$ cat src/rtl/zxjoy_pkg.sv
// rtl/zxjoy_pkg.sv - shared constants and types for the joystick shift-register responder
package zxjoy_pkg;

   localparam int   ZXJOY_NBITS_DEFAULT = 16;
   localparam int   ZXJOY_SYNC_DEFAULT  = 2;
   localparam logic ZXJOY_IDLE          = 1'b1;

   // Frame layout, MSB first on the wire: joy1 occupies the upper byte, joy2 the lower
   localparam int ZXJOY_J1_UP    = 15;
   localparam int ZXJOY_J1_DOWN  = 14;
   localparam int ZXJOY_J1_LEFT  = 13;
   localparam int ZXJOY_J1_RIGHT = 12;
   localparam int ZXJOY_J1_FIRE1 = 11;
   localparam int ZXJOY_J1_FIRE2 = 10;
   localparam int ZXJOY_J1_FIRE3 = 9;
   localparam int ZXJOY_J1_START = 8;
   localparam int ZXJOY_J2_UP    = 7;
   localparam int ZXJOY_J2_DOWN  = 6;
   localparam int ZXJOY_J2_LEFT  = 5;
   localparam int ZXJOY_J2_RIGHT = 4;
   localparam int ZXJOY_J2_FIRE1 = 3;
   localparam int ZXJOY_J2_FIRE2 = 2;
   localparam int ZXJOY_J2_FIRE3 = 1;
   localparam int ZXJOY_J2_START = 0;

   typedef enum logic {
      ST_LOAD  = 1'b0,
      ST_SHIFT = 1'b1
   } zxjoy_state_t;

endpackage

$ cat src/rtl/zxjoy_sync.sv
// rtl/zxjoy_sync.sv - multi-flop synchroniser with one edge-detect flop
// toggle flags any edge; the caller qualifies direction with level.
module zxjoy_sync #(
   parameter int   STAGES  = 2,
   parameter logic RST_VAL = 1'b0
) (
   input  logic clk,
   input  logic rst_n,
   input  logic din,
   output logic level,
   output logic toggle
);

   logic [STAGES-1:0] chain;
   logic              prev;

   always_ff @(posedge clk or negedge rst_n) begin
      if (!rst_n) begin
         chain <= {STAGES{RST_VAL}};
         prev  <= RST_VAL;
      end else begin
         chain <= {chain[STAGES-2:0], din};
         prev  <= chain[STAGES-1];
      end
   end

   assign level  = chain[STAGES-1];
   assign toggle = level ^ prev;

endmodule

$ cat src/rtl/zxjoy_sr_responder.sv
// rtl/zxjoy_sr_responder.sv - 74HC165-style serialiser of a core-side joystick word
// Middleboard drives xjoy_clk/xjoy_load_n asynchronously; both are resynchronised to clk50mhz.
module zxjoy_sr_responder
   import zxjoy_pkg::*;
#(
   parameter int   NBITS       = ZXJOY_NBITS_DEFAULT,
   parameter int   SYNC_STAGES = ZXJOY_SYNC_DEFAULT,
   parameter logic SER_FILL    = ZXJOY_IDLE
) (
   input  logic             clk50mhz,
   input  logic             reset_n,
   input  logic [NBITS-1:0] data_in,
   input  logic             xjoy_clk,
   input  logic             xjoy_load_n,
   output logic             xjoy_data,
   output logic             frame_done,
   output logic             overrun
);

   localparam int             CW       = $clog2(NBITS + 1);
   localparam logic [CW-1:0]  CNT_FULL = CW'(NBITS);
   localparam logic [CW-1:0]  CNT_LAST = CW'(NBITS - 1);
   localparam logic [CW-1:0]  CNT_ONE  = CW'(1);

   logic [1:0]       rst_pipe;
   logic             rst_n_int;
   logic             clk_level, clk_toggle, clk_rise;
   logic             load_level, load_toggle, load_rise, load_fall;
   logic             load_now;
   zxjoy_state_t     state;
   logic [NBITS-1:0] shreg;
   logic [CW-1:0]    count;

   // Reset asserts immediately but releases in step with clk50mhz
   always_ff @(posedge clk50mhz or negedge reset_n) begin
      if (!reset_n) rst_pipe <= 2'b00;
      else          rst_pipe <= {rst_pipe[0], 1'b1};
   end
   assign rst_n_int = rst_pipe[1];

   zxjoy_sync #(.STAGES(SYNC_STAGES), .RST_VAL(1'b0)) u_clk_sync (
      .clk    (clk50mhz),
      .rst_n  (rst_n_int),
      .din    (xjoy_clk),
      .level  (clk_level),
      .toggle (clk_toggle)
   );

   zxjoy_sync #(.STAGES(SYNC_STAGES), .RST_VAL(1'b1)) u_load_sync (
      .clk    (clk50mhz),
      .rst_n  (rst_n_int),
      .din    (xjoy_load_n),
      .level  (load_level),
      .toggle (load_toggle)
   );

   assign clk_rise  = clk_level & clk_toggle;
   assign load_rise = load_level & load_toggle;
   assign load_fall = ~load_level & load_toggle;

   // Loading persists from the falling load edge until the rising one; that release cycle may shift
   always_comb begin
      load_now = 1'b0;
      if (state == ST_SHIFT) load_now = load_fall;
      else                   load_now = ~load_rise;
   end

   always_ff @(posedge clk50mhz or negedge rst_n_int) begin
      if (!rst_n_int) begin
         state      <= ST_SHIFT;
         shreg      <= {NBITS{SER_FILL}};
         count      <= '0;
         xjoy_data  <= SER_FILL;
         frame_done <= 1'b0;
         overrun    <= 1'b0;
      end else begin
         frame_done <= 1'b0;
         overrun    <= 1'b0;
         xjoy_data  <= shreg[NBITS-1];

         case (state)
            ST_LOAD:  if (load_rise) state <= ST_SHIFT;
            ST_SHIFT: if (load_fall) state <= ST_LOAD;
            default:  state <= ST_SHIFT;
         endcase

         if (load_now) begin
            shreg <= data_in;
            count <= '0;
         end else if (clk_rise) begin
            shreg <= {shreg[NBITS-2:0], SER_FILL};
            if (count == CNT_FULL) begin
               overrun <= 1'b1;
            end else begin
               count      <= count + CNT_ONE;
               frame_done <= (count == CNT_LAST);
            end
         end
      end
   end

endmodule

$ cat config.mk
export PLATFORM = sky130hd
export DESIGN_NAME = zxjoy_sr_responder
export DESIGN_NICKNAME = d
export VERILOG_FILES = /design/src/rtl/zxjoy_pkg.sv /design/src/rtl/zxjoy_sync.sv /design/src/rtl/zxjoy_sr_responder.sv
export SDC_FILE = /design/constraint.sdc
export NUM_CORES = 1
export LEC_CHECK = 0
export ABC_AREA = 0
export CELL_PAD_IN_SITES_DETAIL_PLACEMENT = 0
export CELL_PAD_IN_SITES_GLOBAL_PLACEMENT = 1
export CORE_AREA = 8 8 57 78
export CTS_BUF_LIST = sky130_fd_sc_hd__clkbuf_8
export DETAILED_ROUTE_END_ITERATION = 8
export DIE_AREA = 0 0 65 86
export PLACE_DENSITY_LB_ADDON = 0.1
export SETUP_SLACK_MARGIN = 0.3
export SLEW_MARGIN = 0
export SYNTH_ARGS = -nofsm -noshare
export SYNTH_HDL_FRONTEND = slang
export SYNTH_SLANG_ARGS = --single-unit
$ cat constraint.sdc
create_clock -name clk50mhz -period 1.6 [get_ports clk50mhz]
set_clock_uncertainty 0.15 [all_clocks]
set_input_delay 0.32 -clock clk50mhz [delete_from_list [all_inputs] [get_ports clk50mhz]]
set_output_delay 0.32 -clock clk50mhz [all_outputs]
set_load 0.1 [all_outputs]
==> metrics.md <==
| Metric | Value |
|---|---|
| # hold bufs at CTS | 0 |
| Vias per cell | 5.55 |
| Final Hold Fails | 0 |
| Warnings, synthesis | 0 |
| Std-Cell Rows | 25 |
| NumNets Final | 204 |
| Leakage | 0.889 nW |
| Worst-path clk slew | 70 ps |
| Via count of the routed design | 1233 |
| Diodes inserted | 0 |
| Largest fanout on the critical path | 1 |
| Layout area overhead | 62.2% |
| Seq cells post-synth | 33 |
| Cts bufs inserted | 5 |
| RD Place Congestion | 0.722 |
| Die area | 5590 um^2 |
| Power density over the cells | 971 nW/um^2 |
| Vias in the first global route | 1305 |
| Post-Place Setup Slack | 84.5 ps |
| Largest family of logic cells by synthesized area | simple AND/OR/NAND/NOR gates |
| Clk_lat worst skew | 280 ps |
| Clock sinks | 33 |
| Top delay family on crit path | flip-flops |
| Die W | 65 um |
| Cell count after synthesis | 138 |
| TritonCTS clock tree | built |
| Max Slew Vio Count | 0 |
| Final hold slack | 41.7 ps |
| Critical Path Max Stage Delay | 540 ps |
| Routed len/inst | 17.3 um |
| Syn_nets | 161 |
| GR Util All Layers | 0.138 |
| Max stage delay cell, worst path | dfstp_2 |
| Buf/Inv on CP | 1 |
| Sequential area share after synthesis | 0.591 |
| Post-synthesis compound-gate area fraction | 0.117 |
| Core area | 3280 um^2 |
| Fraction of layout cells with a size suffix above 1 | 0.533 |
| Max frequency | 685 MHz |
| Pre-antenna DRT Iters | 4 |
| RSZ-0062 raised after global routing | true |
| Final number of setup-violating endpoints | 0 |
| Initial Util | 0.439 |
| Mapped cell area | 1440 um^2 |
| Xor/xnor share of the synthesized area | 0 |
| Post-synthesis mux area share | 0 |
| Tcrit/Tclk final | 0.912 |
| Largest net degree at the start of global routing | 32 |
| Synth Area in Adders | 0.0260 |
| Most frequent cells in the layout | 30 x nand2_1, 21 x dfstp_2, 19 x clkdlybuf4s50_1 |
| Crit path kind | reg -> out |
| # IOs | 23 |
| Fin Setup TNS | 0 ps |
| Post-synthesis simple-gate area fraction | 0.204 |
| Most common cell after layout, fill and taps aside | nand2_1 |
| Initial DRC count | 45 |
| WL final | 3840 um |
| Syn avg cell area | 10.4 um^2 |
| Initial antenna violation count | 0 |
| Worst path cell trace | buf_12 |
| Peak VDD IR | 0.659 mV |
| Clk buf depth | 2 |
| Worst setup margin | 141 ps |
| Fin crit period | 1460 ps |
| Distinct cells, synth | 26 |
| Setup crit end kind | primary output |
| Worst Setup Start Kind | register |
| Worst Hold Class | in -> async |
| Worst path required time | 1130 ps |
| Die H | 86 um |
| DRC violation count after routing | 0 |
| Max Cap Viol | 0 |
| Routed Antenna Nets | 0 |
| Root Buffer | clkbuf_8 |
| Dpl hpwl | 2180 um |
| H-tree levels | 2 |
| Status | complete, no violations |
| Port bufs | 22 |
| CP arrival | 990 ps |
| GR Overflow Total | 0 |
| Global-route wire length before repair | 6130 um |
## power breakdown
group	switching (mW)	internal, mW	total [mW]
Sequential	0.0573	0.985	1.04
Clock	0.320	0.305	0.625
Combinational	0.313	0.290	0.603
Total	0.691	1.58	2.27
## final timing paths
check / startpoint / to / slack (ps) / depth (start not counted)
max: xjoy_data$_DFF_PN1_ / xjoy_data / 140 / 1
min: reset_n / rst_pipe[0]$_DFF_PN0_ / 40 / 1
max reg2reg: count[1]$_DFFE_PN0P_ / count[4]$_DFFE_PN0P_ / 150 / 4
min reg2reg: rst_pipe[1]$_DFF_PN0_ / count[4]$_DFFE_PN0P_ / 110 / 1
max in group asynchronous: rst_pipe[1]$_DFF_PN0_ / xjoy_data$_DFF_PN1_ / 870 / 1
min in group clk50mhz: u_clk_sync.chain[0]$_DFF_PN0_ / u_clk_sync.chain[1]$_DFF_PN0_ / 200 / 0
## flip-flops by register name, summed over array words and instances, names as in the netlist
register,flops
shreg,16
count,5
rst_pipe,2
u_clk_sync.chain,2
u_load_sync.chain,2
frame_done,1
overrun,1
state,1
u_clk_sync.prev,1
u_load_sync.prev,1
xjoy_data,1
## through the flow
stage	total power [mW]	std cells	cell area [um^2]	util
6_report	2.27	222	2340	0.712
5_1_grt	2.38	222	2340	0.712
4_1_cts	2.13	215	2060	0.626
3_5_place_dp	1.41	200	1770	0.539
3_3_place_gp	1.40	200	1770	0.539
2_1_floorplan	1.28	138	1460	-
## synthesized netlist by cell type
cell type | count | share of area
conb_1 | 1 | 0.0026
dfrtp_1 | 12 | 0.21
a31oi_1 | 16 | 0.069
nor2_1 | 2 | 0.0052
dfstp_2 | 21 | 0.38
nand2_1 | 30 | 0.078
o21ai_0 | 4 | 0.014
nor4bb_1 | 1 | 0.0069
inv_4 | 1 | 0.0043
inv_1 | 4 | 0.010
buf_6 | 3 | 0.023
and2_1 | 1 | 0.0043
or3_1 | 1 | 0.0043
o21ba_1 | 1 | 0.0069
ha_1 | 3 | 0.026
and2b_1 | 1 | 0.0052
nand4bb_1 | 1 | 0.0078
a21oi_1 | 3 | 0.010
buf_2 | 6 | 0.021
o22ai_1 | 1 | 0.0043
and3_1 | 1 | 0.0043
nand3_1 | 4 | 0.014
nor2_8 | 1 | 0.014
nor3_1 | 16 | 0.056
nand2b_1 | 1 | 0.0043
a311oi_1 | 2 | 0.012
## cells by family (layout without fill, tap and decap cells)
group / after synthesis / in the layout
simple gates: 60 / 61
flops: 33 / 33
compound gates: 27 / 27
buf+inv: 14 / 57
fa+ha+maj: 3 / 3
other cells: 1 / 1
## what timing repair did
action,CTS,global route
pin swaps,10,4
setup endpoints to repair,27,27
resized for setup,25,36
cloned,2,1
setup buffers,5,6
## layout make-up
cell class	count	area, um^2
well taps	40	50.0
clock buffers	5	68.8
inverters	5	28.8
repair inverters	2	17.5
fillers	254	946
flip-flops and latches	33	856
clock inverters	3	22.5
multi-input cells	92	831
repair buffers	42	464
## per-layer routing
metal	up-vias	GRT usage	part of all wire
met5	-	0	0
met4	0	0.0438	0.016
met3	6	0.0482	0.036
met2	24	0.230	0.55
met1	637	0.162	0.40
li1	566	-	-
Power figures use the tool's default switching activity.
